$ cat config.mk
export PLATFORM = sky130hd
export DESIGN_NAME = jtkicker_lmix
export DESIGN_NICKNAME = d
export VERILOG_FILES = /design/src/rtl/jtkicker_lmix.sv
export SDC_FILE = /design/constraint.sdc
export NUM_CORES = 2
export LEC_CHECK = 0
export BUFFER_PORTS_ARGS = -buffer_cell sky130_fd_sc_hd__buf_2
export CORE_UTILIZATION = 48
export DETAILED_ROUTE_END_ITERATION = 6
export PLACE_DENSITY = 0.6
export SYNTH_ARGS = -nofsm -noshare
export SYNTH_HDL_FRONTEND = slang
export SYNTH_SLANG_ARGS = --single-unit
$ cat constraint.sdc
create_clock -name clk -period 2.9 [get_ports clk]
set_input_delay 0.145 -clock clk [delete_from_list [all_inputs] [get_ports clk]]
set_output_delay 0.145 -clock clk [all_outputs]
set_load 0.02 [all_outputs]
$ cat src/rtl/jtkicker_lmix.sv
// Priority layer mixer with RGB palette PROMs and blanking-aligned colour pipeline.
// Optional frame-stepped brightness fade is enabled by defining JTKICKER_LMIX_FADE_EN.
module jtkicker_lmix #(
  parameter  int LAYERS  = 2,
  parameter  int PXLW    = 4,
  parameter  int PALSELW = 3,
  parameter  int CW      = 4,
  parameter  int DLY     = 9,
  localparam int LW      = (LAYERS > 1) ? $clog2(LAYERS) : 1,
  localparam int AW      = PALSELW + LW + PXLW
) (
  input  logic                   clk,
  input  logic                   rst_n,
  input  logic                   pxl_cen,
  input  logic [PALSELW-1:0]     pal_sel,
  input  logic [LAYERS*PXLW-1:0] pxl_in,
  input  logic [LAYERS*LW-1:0]   prio,
  input  logic [LAYERS-1:0]      gfx_en,
  input  logic                   LHBL,
  input  logic                   LVBL,
  input  logic [AW-1:0]          prog_addr,
  input  logic [CW-1:0]          prog_data,
  input  logic [2:0]             prog_en,
  input  logic                   fade_start,
  input  logic                   fade_dir,
  output logic                   fade_busy,
  output logic [CW-1:0]          red,
  output logic [CW-1:0]          green,
  output logic [CW-1:0]          blue,
  output logic                   LHBL_dly,
  output logic                   LVBL_dly
);

  logic [CW-1:0]   r_pal_r [0:(2**AW)-1];
  logic [CW-1:0]   r_pal_g [0:(2**AW)-1];
  logic [CW-1:0]   r_pal_b [0:(2**AW)-1];

  logic [AW-1:0]   r_addr;
  logic [DLY-1:0]  r_hb;
  logic [DLY-1:0]  r_vb;
  logic [3*CW-1:0] r_pipe [DLY-2];

  logic [LW-1:0]   w_win_idx;
  logic [PXLW-1:0] w_win_pxl;
  logic [3*CW-1:0] w_raw;
  logic [CW-1:0]   w_red;
  logic [CW-1:0]   w_green;
  logic [CW-1:0]   w_blue;
  logic            w_show;

  // Walk ranks bottom to top so the topmost opaque rank is the last to assign.
  // A rank whose index matches no layer never becomes opaque.
  always_comb begin
    w_win_idx = prio[(LAYERS-1)*LW +: LW];
    w_win_pxl = '0;
    for (int r = LAYERS-1; r >= 0; r--) begin
      for (int l = 0; l < LAYERS; l++) begin
        if (prio[r*LW +: LW] == LW'(l) && gfx_en[l] &&
            pxl_in[l*PXLW +: PXLW] != '0) begin
          w_win_idx = LW'(l);
          w_win_pxl = pxl_in[l*PXLW +: PXLW];
        end
      end
    end
  end

  always_ff @(posedge clk) begin
    if (prog_en[0]) r_pal_r[prog_addr] <= prog_data;
    if (prog_en[1]) r_pal_g[prog_addr] <= prog_data;
    if (prog_en[2]) r_pal_b[prog_addr] <= prog_data;
  end

  assign w_raw    = r_pipe[DLY-3];
  assign w_show   = r_hb[DLY-2] && r_vb[DLY-2];
  assign LHBL_dly = r_hb[DLY-1];
  assign LVBL_dly = r_vb[DLY-1];

`ifdef JTKICKER_LMIX_FADE_EN
  typedef enum logic {FADE_IDLE, FADE_RUN} fade_state_t;

  fade_state_t r_state;
  logic [4:0]  r_level;
  logic        r_dir;
  logic        r_lvbl_prev;
  logic        r_busy;

  function automatic logic [CW-1:0] fadeScale(input logic [CW-1:0] c, input logic [4:0] lvl);
    logic [CW+3:0] p;
    p = (CW+4)'(c) * (CW+4)'(lvl);
    return CW'(p >> 4);
  endfunction

  assign w_red     = fadeScale(w_raw[3*CW-1:2*CW], r_level);
  assign w_green   = fadeScale(w_raw[2*CW-1:CW], r_level);
  assign w_blue    = fadeScale(w_raw[CW-1:0], r_level);
  assign fade_busy = r_busy;

  // fade_start is captured on any clk; level steps only on LVBL falling edges seen at pxl_cen.
  always_ff @(posedge clk or negedge rst_n) begin
    if (!rst_n) begin
      r_state     <= FADE_IDLE;
      r_level     <= 5'd16;
      r_dir       <= 1'b0;
      r_lvbl_prev <= 1'b0;
      r_busy      <= 1'b0;
    end else begin
      if (pxl_cen) r_lvbl_prev <= LVBL;
      case (r_state)
        FADE_IDLE: begin
          if (fade_start) begin
            r_state <= FADE_RUN;
            r_busy  <= 1'b1;
            r_dir   <= fade_dir;
            r_level <= fade_dir ? 5'd16 : 5'd0;
          end
        end
        FADE_RUN: begin
          if (pxl_cen && r_lvbl_prev && !LVBL) begin
            if (r_dir) begin
              r_level <= r_level - 5'd1;
              if (r_level == 5'd1) begin
                r_state <= FADE_IDLE;
                r_busy  <= 1'b0;
              end
            end else begin
              r_level <= r_level + 5'd1;
              if (r_level == 5'd15) begin
                r_state <= FADE_IDLE;
                r_busy  <= 1'b0;
              end
            end
          end
        end
        default: r_state <= FADE_IDLE;
      endcase
    end
  end
`else
  logic w_unused;

  assign w_unused  = ^{fade_start, fade_dir};
  assign w_red     = w_raw[3*CW-1:2*CW];
  assign w_green   = w_raw[2*CW-1:CW];
  assign w_blue    = w_raw[CW-1:0];
  assign fade_busy = 1'b0;
`endif

  // Stage 1 mux register, stage 2 PROM read, then plain delay, final stage blanks and scales.
  always_ff @(posedge clk or negedge rst_n) begin
    if (!rst_n) begin
      r_addr <= '0;
      r_hb   <= '0;
      r_vb   <= '0;
      for (int j = 0; j < DLY-2; j++) r_pipe[j] <= '0;
      red    <= '0;
      green  <= '0;
      blue   <= '0;
    end else if (pxl_cen) begin
      r_addr    <= {pal_sel, w_win_idx, w_win_pxl};
      r_hb      <= {r_hb[DLY-2:0], LHBL};
      r_vb      <= {r_vb[DLY-2:0], LVBL};
      r_pipe[0] <= {r_pal_r[r_addr], r_pal_g[r_addr], r_pal_b[r_addr]};
      for (int j = 1; j < DLY-2; j++) r_pipe[j] <= r_pipe[j-1];
      red   <= w_show ? w_red   : '0;
      green <= w_show ? w_green : '0;
      blue  <= w_show ? w_blue  : '0;
    end
  end

endmodule
Word-level counts from Yosys, hierarchy flattened
Memory sizes are Yosys's and may differ from the RTL's. A register that Yosys moved wholly into a read port is not among the register bits.
Index checks and enable logic that the tools add are counted.
{ "classes": {"muxes": 17, "n_reduce_logical": 14, "bitwise": 2} }
{ "op_table": {"columns": ["op", "n"], "rows": [
  ["4-bit two-way mux", 7],
  ["1-bit two-way mux", 10],
  ["1-bit logical AND", 9],
  ["4-bit nonzero test", 2],
  ["1-bit zero test", 3],
  ["1-bit NOT", 2]
]} }
{ "totals": {"regBits": 110, "n_memories": 3, "mem_bits_rw": 3072, "output_inout_bits": 15} }
{ "mem_list": {"columns": ["name", "words", "width", "read_ports", "rd_ports_with_merged_regs", "write_ports", "line_no", "text"], "rows": [
  ["r_pal_b", 256, 4, 1, 1, 1, "36", "logic [CW-1:0] r_pal_b [0:(2**AW)-1];"],
  ["r_pal_g", 256, 4, 1, 1, 1, "35", "logic [CW-1:0] r_pal_g [0:(2**AW)-1];"],
  ["r_pal_r", 256, 4, 1, 1, 1, "34", "logic [CW-1:0] r_pal_r [0:(2**AW)-1];"]
]} }

Logic depth before layout (Yosys ltp)
{ "logic_depth": {"ltp_word": 7, "mapped_depth": 13, "ltp_nobuf": 7} }

Worst setup path before layout
OpenSTA, ideal clock, no wires.
{ "synth_path": {"path_type": "register to register", "startpoint": "register r_addr[0]", "endpoint": "register r_pipe[83] (netlist name), read port of r_pal_r", "arrival_ns": 2.271, "slack_ns": 0.506, "path_stages_with_launch": 11, "path_buffers": 4, "setup_time_ns": 0.124, "required_time_ns": 2.776, "cell_sequence": "dfrtp_1 buf_6 buf_8 buf_8 buf_2 mux4_2 a221oi_1 o21ai_0 o211ai_1 nor3_1 a211o_1"} }
{ "synth_rtl": {"columns": ["element", "line_no", "text"], "rows": [
  ["from (decl)", "38", "logic [AW-1:0] r_addr;"],
  ["from (signal assigned)", "159", "r_addr <= {pal_sel, w_win_idx, w_win_pxl};"],
  ["to (decl)", "41", "logic [3*CW-1:0] r_pipe [DLY-2];"]
]} }

==> metrics.cfg <==
[global_route]
gr-total-overflow = 0
antenna_found_initial = 27
use_met2_pct = 41.7
grt_max_degree = 137
grt_pass1_vias = 68400
top_usage_layer = met2
grt_use_met1_pct = 38.7
grt_pass1_wl_microns = 507000
track_usage_pct = 27.0
grtUsageMet3_pct = 5.17

[routing]
dr_total_vias = 68400
route.detailed.drc = 0
ant_nets = 0
routed_via_density = 6.25
drt_iter0_drc = 9199
drt-wirelength-per-cell_microns = 32.5
first_pass_iters = 6
totalWireLength_microns = 356000

[cts]
clockRootBuffer = clkbuf_16
numClockSinks = 3194
cts_buffer_depth = 4
cts_inserted_buffers = 343
ctsHtreeMaxLevel = 5
clock_latency_ps = 960
clkSlewWorstSetupHoldPaths_ps = 60
cts_tree = done

[pwr]
finalPower_w = 0.104
p_sw_share_pct = 23.4
power_density_nw_per_um2 = 711
max-vdd-ir-drop_uv = 669
p_leak_nw = 47.1
p_seq_share_pct = 49.7
p_int_w = 0.0797
power_frac_comb_pct = 10.7
p_switching_w = 0.0244
p_clk_share_pct = 39.5

[sta]
finalCritPeriodShare_pct = 105
rsz0062_at_grt = yes
final-hold-violation-count = 0
fin_skew_ps = 67.5
slew_viol_final = 0
period_needed_ps = 3050
fmax_mhz = 328
fin_ws_ps = -153
setup_viol_count_final = 12
worstMarginPinSlew_ps = 1010
relSlewSlack_pct = 32.6
whs_ps = 29.0

[placement]
numPortBuffers = 48
dpl-instance-area_sq_um = 134000
dp_hpwl_microns = 231000
gp_congestion = 0.903
dp.cells = 10300

[critical_path]
crit_start = r_addr[0]
critical-path-top-delay-family = buffers and inverters
critPathMaxStageDelay_ps = 510
start_kind = register
reg2reg_from = r_addr[0]
crit_path_top_delay_cell = dfrtp_4
crit_required_ps = 3720
crit_chain = buf_12 -> buf_8 -> buf_12 -> buf_12 -> buf_12 -> buf_6 -> mux4_2 -> o211ai_1 -> nand4b_1 -> a31oi_4 -> nand4b_1 -> o311ai_2
critPathKind = register to register
crit_fanout = 6
worstSetupEndpointType = register
cp_common_cell = buf_12
crit_arrival_ps = 3870
path_buf_inv = 6

[layout]
finish.instance_area_sq_um = 146000
multi_input_area_sq_um = 28500
final_layout_size_suffix_gt1_share_pct = 27.4
register_area_sq_um = 95300
final_util_pct = 56.4
final_cells = 11000
n_fill_cell = 19500
layout.nets = 7246
syn_to_final_growth_pct = 16.5

[synth]
yosys_warnings = 0
synth_cells = 6530
synth_top_flop_cell = edfxtp_1
avgSynthCellArea_sq_um = 19.3
yosysTopAreaCell = edfxtp_1
synth_edf_count = 3072
yosysUniqueCellTypes = 69
syn_area_sq_um = 126000
synth-seq-cells = 3194
yosys-top-cells-area = edfxtp_1 73%, mux4_2 12%, nor2_1 2.5%
ys_async_sr_fraction_pct = 3.82
synth_fp_nets = 6567
yosysSeqAreaShare_pct = 75.8
synth_top_area_share_pct = 73.3

[floorplanning]
ioPinCount = 52
rows = 187
die_area_sq_um = 264000
die_y_microns = 514
initial_utilization_pct = 48.4
die-width_microns = 514
core_area_sq_um = 260000

[run]
cap_violations = 0

[outcome]
violations = setup timing
status = finished, violations left

[min_path]
worstHoldPathType = input port to register
hp-start = prog_addr[2]

==> layer usage <==
metal	up-vias	share of wire [%]
li1	27800	-
met4	8	3.6
met1	36300	40
met5	-	0.023
met2	3633	47
met3	634	9.5
==> power by group through the flow <==
stage          clock, W  combinational [W]  sequential (W)
6_report         0.0411             0.0112          0.0518
2_1_floorplan         0            0.00555          0.0525
3_3_place_gp          0             0.0105          0.0527
4_1_cts          0.0416             0.0110          0.0518
5_1_grt          0.0433             0.0116          0.0518
3_5_place_dp          0             0.0106          0.0528
==> registers in the layout (all words and copies together) (netlist names) <==
name / cells
r_pipe: 72
r_pal_b: 1024
blue: 4
r_addr: 8
r_pal_r: 1024
red: 4
r_vb: 9
w_raw: 12
green: 4
r_hb: 9
r_pal_g: 1024
==> metrics by stage <==
step	TNS, ps	setup WS (ps)
after global placement	-3550	-491
after CTS	-507	-80.1
final	-915	-153
after global routing	-1350	-182
after floorplan	0	506
after detailed placement	-3410	-488
==> layout make-up <==
| class | count | share of cell area, % |
|---|---|---|
| clock buffer | 450 | 6.25 |
| antenna | 3 | 0.00513 |
| multi-input combinational | 2883 | 19.4 |
| sequential | 3194 | 65.1 |
| tap | 3496 | 2.99 |
| inverter | 7 | 0.0222 |
| timing repair buffer | 780 | 5.43 |
| clock inverter | 138 | 0.801 |
==> cell usage after synthesis (7+ instances only) <==
cell type	instances
edfxtp_1	3072
nor2_1	831
mux4_2	646
mux2i_1	286
clkbuf_1	247
nand2_1	218
dfrtp_1	122
a22oi_1	103
mux2_2	100
o22ai_1	89
nor3_1	72
a21oi_1	69
o21ai_0	65
buf_2	61
nand3_1	55
buf_6	49
o221ai_1	46
a211oi_1	37
a221oi_1	34
buf_1	34
buf_4	29
a22o_1	25
a31oi_1	25
nand4_1	23
buf_8	19
nor2b_1	15
and2_1	12
and3_1	12
nand2b_1	11
a311oi_1	8
nor4_1	8
a2111oi_0	7
buf_12	7
inv_1	7
o211ai_1	7
o31ai_1	7
==> cell usage in the layout, fill, tap and decap left out, types with 17 or more instances in the layout <==
master and instances:
nand2_1 206, mux2_2 100, o22ai_1 84, mux2i_1 282, o221ai_1 44, dlygate4sd3_1 40
clkinv_1 57, a21oi_1 64, a31oi_1 23, clkbuf_1 95, nor3_1 59, a221oi_1 30
a211oi_1 34, nand3_1 47, buf_4 527, bufinv_16 17, o21ai_0 54, buf_12 135
buf_2 42, edfxtp_1 3072, dfrtp_1 115, mux4_2 648, clkinv_2 46, nor2_1 825
nand4_1 23, a22oi_1 98, a22o_1 25, clkbuf_16 351
==> worst reg2reg max path: stages (launching register included) <==
cell and delay (ps):
dfrtp_4 510, buf_12 150, buf_8 140, buf_12 150, buf_12 140, buf_12 130
buf_6 110, mux4_2 440, o211ai_1 280, nand4b_1 230, a31oi_4 340, nand4b_1 190
o311ai_2 110
==> repair_timing <==
action,4_1_cts,5_1_grt
setup buffers,31,7
endpoints found under the hold margin,1739,0
endpoints found under the setup margin,12,12
hold buffers,40,0
pin swaps,18,14
cloned,7,3
gates resized for setup,106,44
==> kinds of logic after synthesis <==
family	after synthesis	synth area share, %
simple gates	1277	4.16
other cells	1	0.00298
flops	3194	75.8
mux	1035	14.8
buf+inv	453	2.05
compound gates	570	3.22
==> final timing paths <==
kind | endpoint | slack [ps] | cells past startpoint
max reg2reg | r_pipe[73] | -150 | 12
min | r_pal_g[252][3] | 30 | 3
max in group asynchronous | r_pipe[18] | 1600 | 4
min reg2reg | red[1] | 490 | 1
max | r_pipe[73] | -150 | 12
min in group asynchronous | r_pipe[32] | 450 | 3
(Power assumes the default switching activity.)
